===== src/rtl/lcg_stim_gen_pkg.sv =====
// Shared constants, helpers and state encoding for the LCG stimulus source.
package stim_pkg;

  localparam logic [31:0] LCG_MULT     = 32'h41C64E6D;
  localparam logic [31:0] LCG_INC      = 32'h3039;
  localparam logic [31:0] DEFAULT_SEED = 32'hDD56CC94;

  // Number of 32-bit LCG words needed to cover a w-bit vector.
  function automatic int nwords(int w);
    return (w + 31) / 32;
  endfunction

  typedef enum logic [1:0] {IDLE, FILL, PRESENT, DONE} stim_state_t;

endpackage


===== src/rtl/lcg_stim_gen_if.sv =====
// Vector stream from the stimulus source to the fuzzed block.
interface lcg_stim_gen_if #(parameter int OUT_W = 266);
  logic [OUT_W-1:0] out_data;
  logic             out_valid;
  logic             out_ready;
  logic [31:0]      vec_idx;

  modport master (output out_data, out_valid, vec_idx, input out_ready);
  modport slave  (input out_data, out_valid, vec_idx, output out_ready);
endinterface


===== src/rtl/lcg_stim_gen_lcg32_step.sv =====
// One step of a 32-bit LCG; low 32 bits of s*MULT + INC.
module lcg32_step #(
  parameter logic [31:0] MULT = 32'h41C64E6D,
  parameter logic [31:0] INC  = 32'h3039
) (
  input  logic [31:0] s,
  output logic [31:0] s_next
);
  assign s_next = s * MULT + INC;
endmodule


===== src/rtl/lcg_stim_gen.sv =====
// Builds OUT_W-bit vectors from consecutive LCG words (LSB word first) and
// streams them over a valid/ready handshake for a counted run.
module lcg_stim_gen #(
  parameter int          OUT_W        = 266,
  parameter logic [31:0] LCG_MULT     = stim_pkg::LCG_MULT,
  parameter logic [31:0] LCG_INC      = stim_pkg::LCG_INC,
  parameter logic [31:0] DEFAULT_SEED = stim_pkg::DEFAULT_SEED
) (
  input  logic                 clk,
  input  logic                 rst,
  input  logic                 start,
  input  logic                 seed_ovr,
  input  logic [31:0]          seed,
  input  logic [31:0]          num_vec,
  input  logic                 abort,
  output logic                 busy,
  output logic                 done,
  lcg_stim_gen_if.master       stim
);
  import stim_pkg::*;

  localparam int NWORDS    = nwords(OUT_W);
  localparam int LAST_BASE = 32 * (NWORDS - 1);
  localparam int LAST_W    = OUT_W - LAST_BASE;
  localparam int WIDX      = (NWORDS > 1) ? $clog2(NWORDS) : 1;
  localparam logic [WIDX-1:0] LAST_IDX = WIDX'(NWORDS - 1);

  stim_state_t      state, state_d;
  logic [31:0]      rng, rng_next, remaining, vec_idx;
  logic [WIDX-1:0]  word_idx;
  logic [OUT_W-1:0] data;
  logic             start_ok, last_word, hs, out_valid;

  lcg32_step #(.MULT(LCG_MULT), .INC(LCG_INC)) u_step (.s(rng), .s_next(rng_next));

  // start is only honoured when no run is in flight, and abort beats it
  assign start_ok  = start && !abort && (state == IDLE || state == DONE);
  assign last_word = (state == FILL) && (word_idx == LAST_IDX);
  assign hs        = (state == PRESENT) && stim.out_ready;

  // state register
  always_ff @(posedge clk or posedge rst) begin
    if (rst) state <= IDLE;
    else     state <= state_d;
  end

  // next-state logic
  always_comb begin
    state_d = state;
    if (abort) state_d = IDLE;
    else begin
      case (state)
        IDLE, DONE: if (start_ok) state_d = (num_vec != 32'd0) ? FILL : DONE;
        FILL:       if (last_word) state_d = PRESENT;
        PRESENT:    if (hs) state_d = (remaining != 32'd0) ? FILL : DONE;
        default:    state_d = IDLE;
      endcase
    end
  end

  // status outputs decode straight from state so reset drops them at once
  always_comb begin
    out_valid = (state == PRESENT);
    busy      = (state == FILL) || (state == PRESENT);
    done      = (state == DONE);
  end

  // datapath: seed load, per-word fill, run bookkeeping; abort freezes it
  always_ff @(posedge clk or posedge rst) begin
    if (rst) begin
      rng       <= '0;
      remaining <= '0;
      vec_idx   <= '0;
      word_idx  <= '0;
      data      <= '0;
    end else if (!abort) begin
      case (state)
        IDLE, DONE: if (start_ok) begin
          rng       <= seed_ovr ? seed : DEFAULT_SEED;
          remaining <= num_vec;
          vec_idx   <= '0;
          word_idx  <= '0;
        end
        FILL: begin
          rng      <= rng_next;
          word_idx <= word_idx + 1'b1;
          for (int k = 0; k < NWORDS - 1; k++)
            if (word_idx == WIDX'(k)) data[32*k +: 32] <= rng_next;
          // final word is truncated to the bits left over
          if (word_idx == LAST_IDX) begin
            data[LAST_BASE +: LAST_W] <= rng_next[LAST_W-1:0];
            remaining <= remaining - 32'd1;
          end
        end
        PRESENT: if (hs && remaining != 32'd0) begin
          vec_idx  <= vec_idx + 32'd1;
          word_idx <= '0;
        end
        default: ;
      endcase
    end
  end

  assign stim.out_data  = data;
  assign stim.out_valid = out_valid;
  assign stim.vec_idx   = vec_idx;

endmodule


===== src/flat_wrapper.sv =====
// flat-port wrapper written by rule: the top's interface ports become plain ports
module lcg_stim_gen_flat import stim_pkg::*;
#(
  parameter int          OUT_W        = 266,
  parameter logic [31:0] LCG_MULT     = stim_pkg::LCG_MULT,
  parameter logic [31:0] LCG_INC      = stim_pkg::LCG_INC,
  parameter logic [31:0] DEFAULT_SEED = stim_pkg::DEFAULT_SEED
)
  (clk, rst, start, seed_ovr, seed, num_vec, abort, busy, done, stim_out_data, stim_out_valid, stim_vec_idx, stim_out_ready);
  lcg_stim_gen_if #(.OUT_W(OUT_W)) stim_i ();
  input  logic clk;
  input  logic rst;
  input  logic start;
  input  logic seed_ovr;
  input  logic [31:0] seed;
  input  logic [31:0] num_vec;
  input  logic abort;
  output logic busy;
  output logic done;
  output wire logic [$bits(stim_i.out_data)-1:0] stim_out_data;
  output wire logic [$bits(stim_i.out_valid)-1:0] stim_out_valid;
  output wire logic [$bits(stim_i.vec_idx)-1:0] stim_vec_idx;
  input wire logic [$bits(stim_i.out_ready)-1:0] stim_out_ready;
  assign stim_out_data = stim_i.out_data;
  assign stim_out_valid = stim_i.out_valid;
  assign stim_vec_idx = stim_i.vec_idx;
  assign stim_i.out_ready = stim_out_ready;
  lcg_stim_gen #(.OUT_W(OUT_W), .LCG_MULT(LCG_MULT), .LCG_INC(LCG_INC), .DEFAULT_SEED(DEFAULT_SEED)) u_core (.clk(clk), .rst(rst), .start(start), .seed_ovr(seed_ovr), .seed(seed), .num_vec(num_vec), .abort(abort), .busy(busy), .done(done), .stim(stim_i));
endmodule

===== config.mk =====
export PLATFORM = sky130hd
export DESIGN_NAME = lcg_stim_gen_flat
export DESIGN_NICKNAME = d
export VERILOG_FILES = /design/src/rtl/lcg_stim_gen_pkg.sv /design/src/rtl/lcg_stim_gen_if.sv /design/src/rtl/lcg_stim_gen_lcg32_step.sv /design/src/rtl/lcg_stim_gen.sv /design/src/flat_wrapper.sv
export SDC_FILE = /design/constraint.sdc
export NUM_CORES = 1
export LEC_CHECK = 0
export BUFFER_PORTS_ARGS = -buffer_cell sky130_fd_sc_hd__buf_4
export CAP_MARGIN = 20
export CORE_ASPECT_RATIO = 1.25
export CORE_MARGIN = 2
export CORE_UTILIZATION = 58
export CTS_CLUSTER_DIAMETER = 120
export DETAILED_ROUTE_END_ITERATION = 8
export PLACE_DENSITY_LB_ADDON = 0.3
export SLEW_MARGIN = 20
export SYNTH_ARGS = -nofsm -noshare
export SYNTH_HDL_FRONTEND = slang
export SYNTH_HIERARCHICAL = 1
export SYNTH_SLANG_ARGS = --single-unit

===== constraint.sdc =====
create_clock -name clk -period 12.7 [get_ports clk]
set_input_delay 0.635 -clock clk [delete_from_list [all_inputs] [get_ports clk]]
set_output_delay 0.635 -clock clk [all_outputs]
set_load 0.03 [all_outputs]

==> flow_summary.json <==
{
  "top_area_cell_type_share_of_the_netlist_area_pct": 37.22,
  "cell_type_with_the_highest_aggregate_area_in_the_netlist": "sky130_fd_sc_hd__dfrtp_1",
  "drv_cap": 0,
  "hold_viol": 0,
  "grt_busiest_layer": "met2",
  "drt_drc_violations_left": 0,
  "finalClockSkew_ns": 0.02492,
  "cts.root.buffer_cell": "sky130_fd_sc_hd__clkbuf_16",
  "die_span_in_y_um": 234.9,
  "tritoncts_clock_tree": "yes",
  "grt_start_max_net_pins": 161,
  "crit_path_required_time_ns": 13.17,
  "synth_area_per_cell_um2": 11.18,
  "synth_fp_nets": 2685,
  "worst-setup-path-type": "flop to flop",
  "clock.fmax_ghz": 0.1249,
  "grt.met3_usage_pct": 6.243,
  "cts-htree-levels": 2,
  "synth_edf_count": 0,
  "wire_length_of_the_first_global_routing_pass_um": 112300,
  "firstDrtPassIters": 6,
  "holdBufCountCts": 0,
  "setup-violations-final": 0,
  "timing.reg2reg.setup_slack_ns": 4.69,
  "cp_data_arrival_time_ns": 8.48,
  "yosys.cell_types.count": 65,
  "fin_nets": 3044,
  "detail_route.iter0.violations": 1077,
  "globalplace.congestion": 0.9792,
  "core_mm2": 0.04204,
  "grt_remaining_overflow": 0,
  "cts.repair_timing.setup_buffer_count": 0,
  "critPathMaxFanout": 15,
  "cts_repair_resize_count": 0,
  "drt-vias-per-instance": 5.798,
  "predominant_post_synthesis_flop_cell": "sky130_fd_sc_hd__dfrtp_1",
  "critPathLaunch": "u_core/rng[0]$_DFFE_PP0P_",
  "wire_per_inst_um": 23.13,
  "fp.dieArea_mm2": 0.04433,
  "synthTopCellsByArea": "sky130_fd_sc_hd__dfrtp_1 37%, sky130_fd_sc_hd__fa_1 15%, sky130_fd_sc_hd__mux2_2 12%, sky130_fd_sc_hd__ha_1 11%, sky130_fd_sc_hd__inv_1 6.4%",
  "yosys_warnings": 6,
  "end_kind": "flop",
  "synthesis.instances": 2213,
  "antenna_left": 0,
  "hold_path.class": "input pin to asynchronous set/reset pin",
  "via_count_of_the_first_global_routing_pass": 19380,
  "rr_startpoint": "u_core/rng[0]$_DFFE_PP0P_",
  "finalWorstPathRequiredPeriod_ns": 8.006,
  "grt_setup_unrepaired": "no",
  "detailroute.via_count": 18320,
  "buffer_ports.inserted": 370,
  "area.growth.synth_to_final_pct": 18.56,
  "synth-seq-cells": 368,
  "chipWidth_um": 188.7,
  "synth_seq_area_share_pct": 37.22,
  "ratio_of_final_minimum_period_to_clock_period_pct": 63.04,
  "cts_max_path_buffers": 3,
  "clock_insertion_delay_worst_skew_ns": 0.58,
  "share_of_final_layout_standard_cells_stronger_than_drive_strength_1_pct": 28.70,
  "clk_pin_slew_ns": 0.06,
  "reg2reg_depth": 24,
  "maxSlewViolCount": 0,
  "syn-cell-area_mm2": 0.02474,
  "cts_inserted_buffers": 38,
  "status": "finished, final reports clean",
  "tightestPinTransition_ns": 1.087,
  "filler_cell_count": 3126,
  "initial_utilization_pct": 58.85,
  "placement_rows": 84,
  "dp.final_hpwl_um": 56030,
  "clock_tree_sinks": 368,
  "detail_route.wirelength_um": 73070,
  "max-slew-margin-rel_pct": 27.00,
  "grt_use_met1_pct": 39.84,
  "grt_antenna_before_repair": 1,
  "r2r-end": "u_core/rng[22]$_DFFE_PP0P_",
  "use_met2_pct": 57.11,
  "setup.worst_path.start_class": "flop",
  "critical_path.endpoint": "u_core/rng[22]$_DFFE_PP0P_",
  "postSynth.asyncResetShare_pct": 100.0,
  "grtUsageTotal_pct": 33.34,
  "setup-tns-final_ns": 0,
  "i_o_pins": 371
}
area by class of cell:
cell class	count	area, um^2	area share [%]
timing repair buffer	395	2978	10.15
antenna	1	2.502	0.008532
inverter	419	1580	5.388
sequential	368	9209	31.40
clock inverter	10	102.6	0.3498
tap	559	699.4	2.385
multi-input combinational	1350	13690	46.66
clock buffer	57	1072	3.656
worst min path at each step:
stage                     cells past startpoint                               endpoint                             startpoint  slack [ns]
after detailed placement                      1  u_core/stim.out_data[258]$_DFFE_PP0P_  u_core/stim.out_data[258]$_DFFE_PP0P_        0.49
after floorplan                               2             u_core/rng[30]$_DFFE_PP0P_             u_core/rng[30]$_DFFE_PP0P_        0.45
after CTS                                     3             u_core/rng[29]$_DFFE_PP0P_                               seed[29]        0.30
after global routing                          2        u_core/remaining[0]$_DFFE_PP0P_                             num_vec[0]        0.32
after global placement                        1  u_core/stim.out_data[200]$_DFFE_PP0P_  u_core/stim.out_data[200]$_DFFE_PP0P_        0.49
final                                         2   u_core/stim.out_data[67]$_DFFE_PP0P_                                    rst        0.31
cells in the final DEF (no fill, tap or decap), types with 15 or more instances in the layout:
cell type	netlist	final
sky130_fd_sc_hd__a21oi_1	79	79
sky130_fd_sc_hd__buf_4	3	394
sky130_fd_sc_hd__clkbuf_16	0	38
sky130_fd_sc_hd__dfrtp_1	368	368
sky130_fd_sc_hd__fa_1	185	185
sky130_fd_sc_hd__ha_1	217	216
sky130_fd_sc_hd__inv_1	419	418
sky130_fd_sc_hd__mux2_2	267	267
sky130_fd_sc_hd__mux2i_1	27	27
sky130_fd_sc_hd__nand2_1	98	98
sky130_fd_sc_hd__nand3_1	24	24
sky130_fd_sc_hd__nand4_1	23	23
sky130_fd_sc_hd__nor2_1	62	61
sky130_fd_sc_hd__nor3_1	24	23
sky130_fd_sc_hd__nor4_1	21	21
sky130_fd_sc_hd__o21ai_0	40	40
sky130_fd_sc_hd__o22ai_1	46	46
sky130_fd_sc_hd__o31ai_1	23	23
sky130_fd_sc_hd__or4_1	18	18
sky130_fd_sc_hd__xnor2_1	47	46
sky130_fd_sc_hd__xor2_1	16	15
kinds of logic after synthesis:
| kind of cell | Yosys count | share of synthesized area, % |
|---|---|---|
| xor gates and xnor gates | 63 | 2.230 |
| DFF | 368 | 37.22 |
| and+or+nand+nor | 321 | 6.535 |
| adders and majority gates | 402 | 25.95 |
| AOI/OAI and AO/OA | 270 | 7.187 |
| muxes | 294 | 13.25 |
| buffers and inverters | 495 | 7.632 |
layer usage:
layer / vias to the layer above / share of wire, %
li1: 8096 / -
met1: 9301 / 37
met2: 713 / 51
met3: 203 / 6.1
met4: 2 / 5.9
met5: - / 0.015
critical path: stages, from the launching register on:
cell and delay (ns):
sky130_fd_sc_hd__dfrtp_1 0.69, sky130_fd_sc_hd__inv_1 0.41, sky130_fd_sc_hd__ha_1 0.43, sky130_fd_sc_hd__inv_1 0.52, sky130_fd_sc_hd__ha_1 0.26, sky130_fd_sc_hd__inv_1 0.05
sky130_fd_sc_hd__fa_1 0.47, sky130_fd_sc_hd__inv_1 0.05, sky130_fd_sc_hd__fa_1 0.36, sky130_fd_sc_hd__ha_1 0.32, sky130_fd_sc_hd__fa_1 0.53, sky130_fd_sc_hd__inv_1 0.05
sky130_fd_sc_hd__fa_1 0.46, sky130_fd_sc_hd__fa_1 0.49, sky130_fd_sc_hd__inv_1 0.05, sky130_fd_sc_hd__ha_1 0.39, sky130_fd_sc_hd__a21oi_1 0.12, sky130_fd_sc_hd__o21ai_0 0.27
sky130_fd_sc_hd__o21ai_0 0.17, sky130_fd_sc_hd__o21bai_4 0.22, sky130_fd_sc_hd__o21a_4 0.26, sky130_fd_sc_hd__o21bai_1 0.18, sky130_fd_sc_hd__xor2_1 0.72, sky130_fd_sc_hd__o22ai_1 0.21
sky130_fd_sc_hd__o21ai_0 0.23
metrics by stage:
stage	hold WS [ns]	utilization (%)	cell area, um^2	std cells	worst slack, ns
floorplan	0.4498	-	24740	2213	1.848
global placement	0.4886	66.96	28150	3091	5.166
detailed placement	0.4939	66.96	28150	3091	4.798
CTS	0.3034	69.75	29320	3158	4.773
global route	0.3198	69.76	29330	3158	4.354
finish	0.3058	69.76	29330	3159	4.694
registers in the layout (all words and copies together) (netlist names):
register	count
u_core/stim.out_data	266
u_core/remaining	32
u_core/rng	32
u_core/stim.vec_idx	32
u_core/word_idx	4
u_core/state	2
cells in the mapped netlist, drive strengths merged (3+ instances only):
cell type  count
inv          419
dfrtp        368
mux2         267
ha           217
fa           185
nand2         98
a21oi         84
nor2          62
o21ai         51
xnor2         47
o22ai         46
buf           41
clkbuf        35
mux2i         27
o31ai         25
nand3         24
nor3          24
nand4         23
nor4          22
or4           18
xor2          16
a221oi        14
or3           13
o211ai         9
a21o           8
nand2b         8
o21a           8
and2           6
nor2b          6
and3           5
o21bai         5
a211oi         4
nor3b          3
nor4b          3
Power is left out: the tool's default activity adds up to more than one toggle a clock period on the data nets, which glitch-free logic cannot reach.
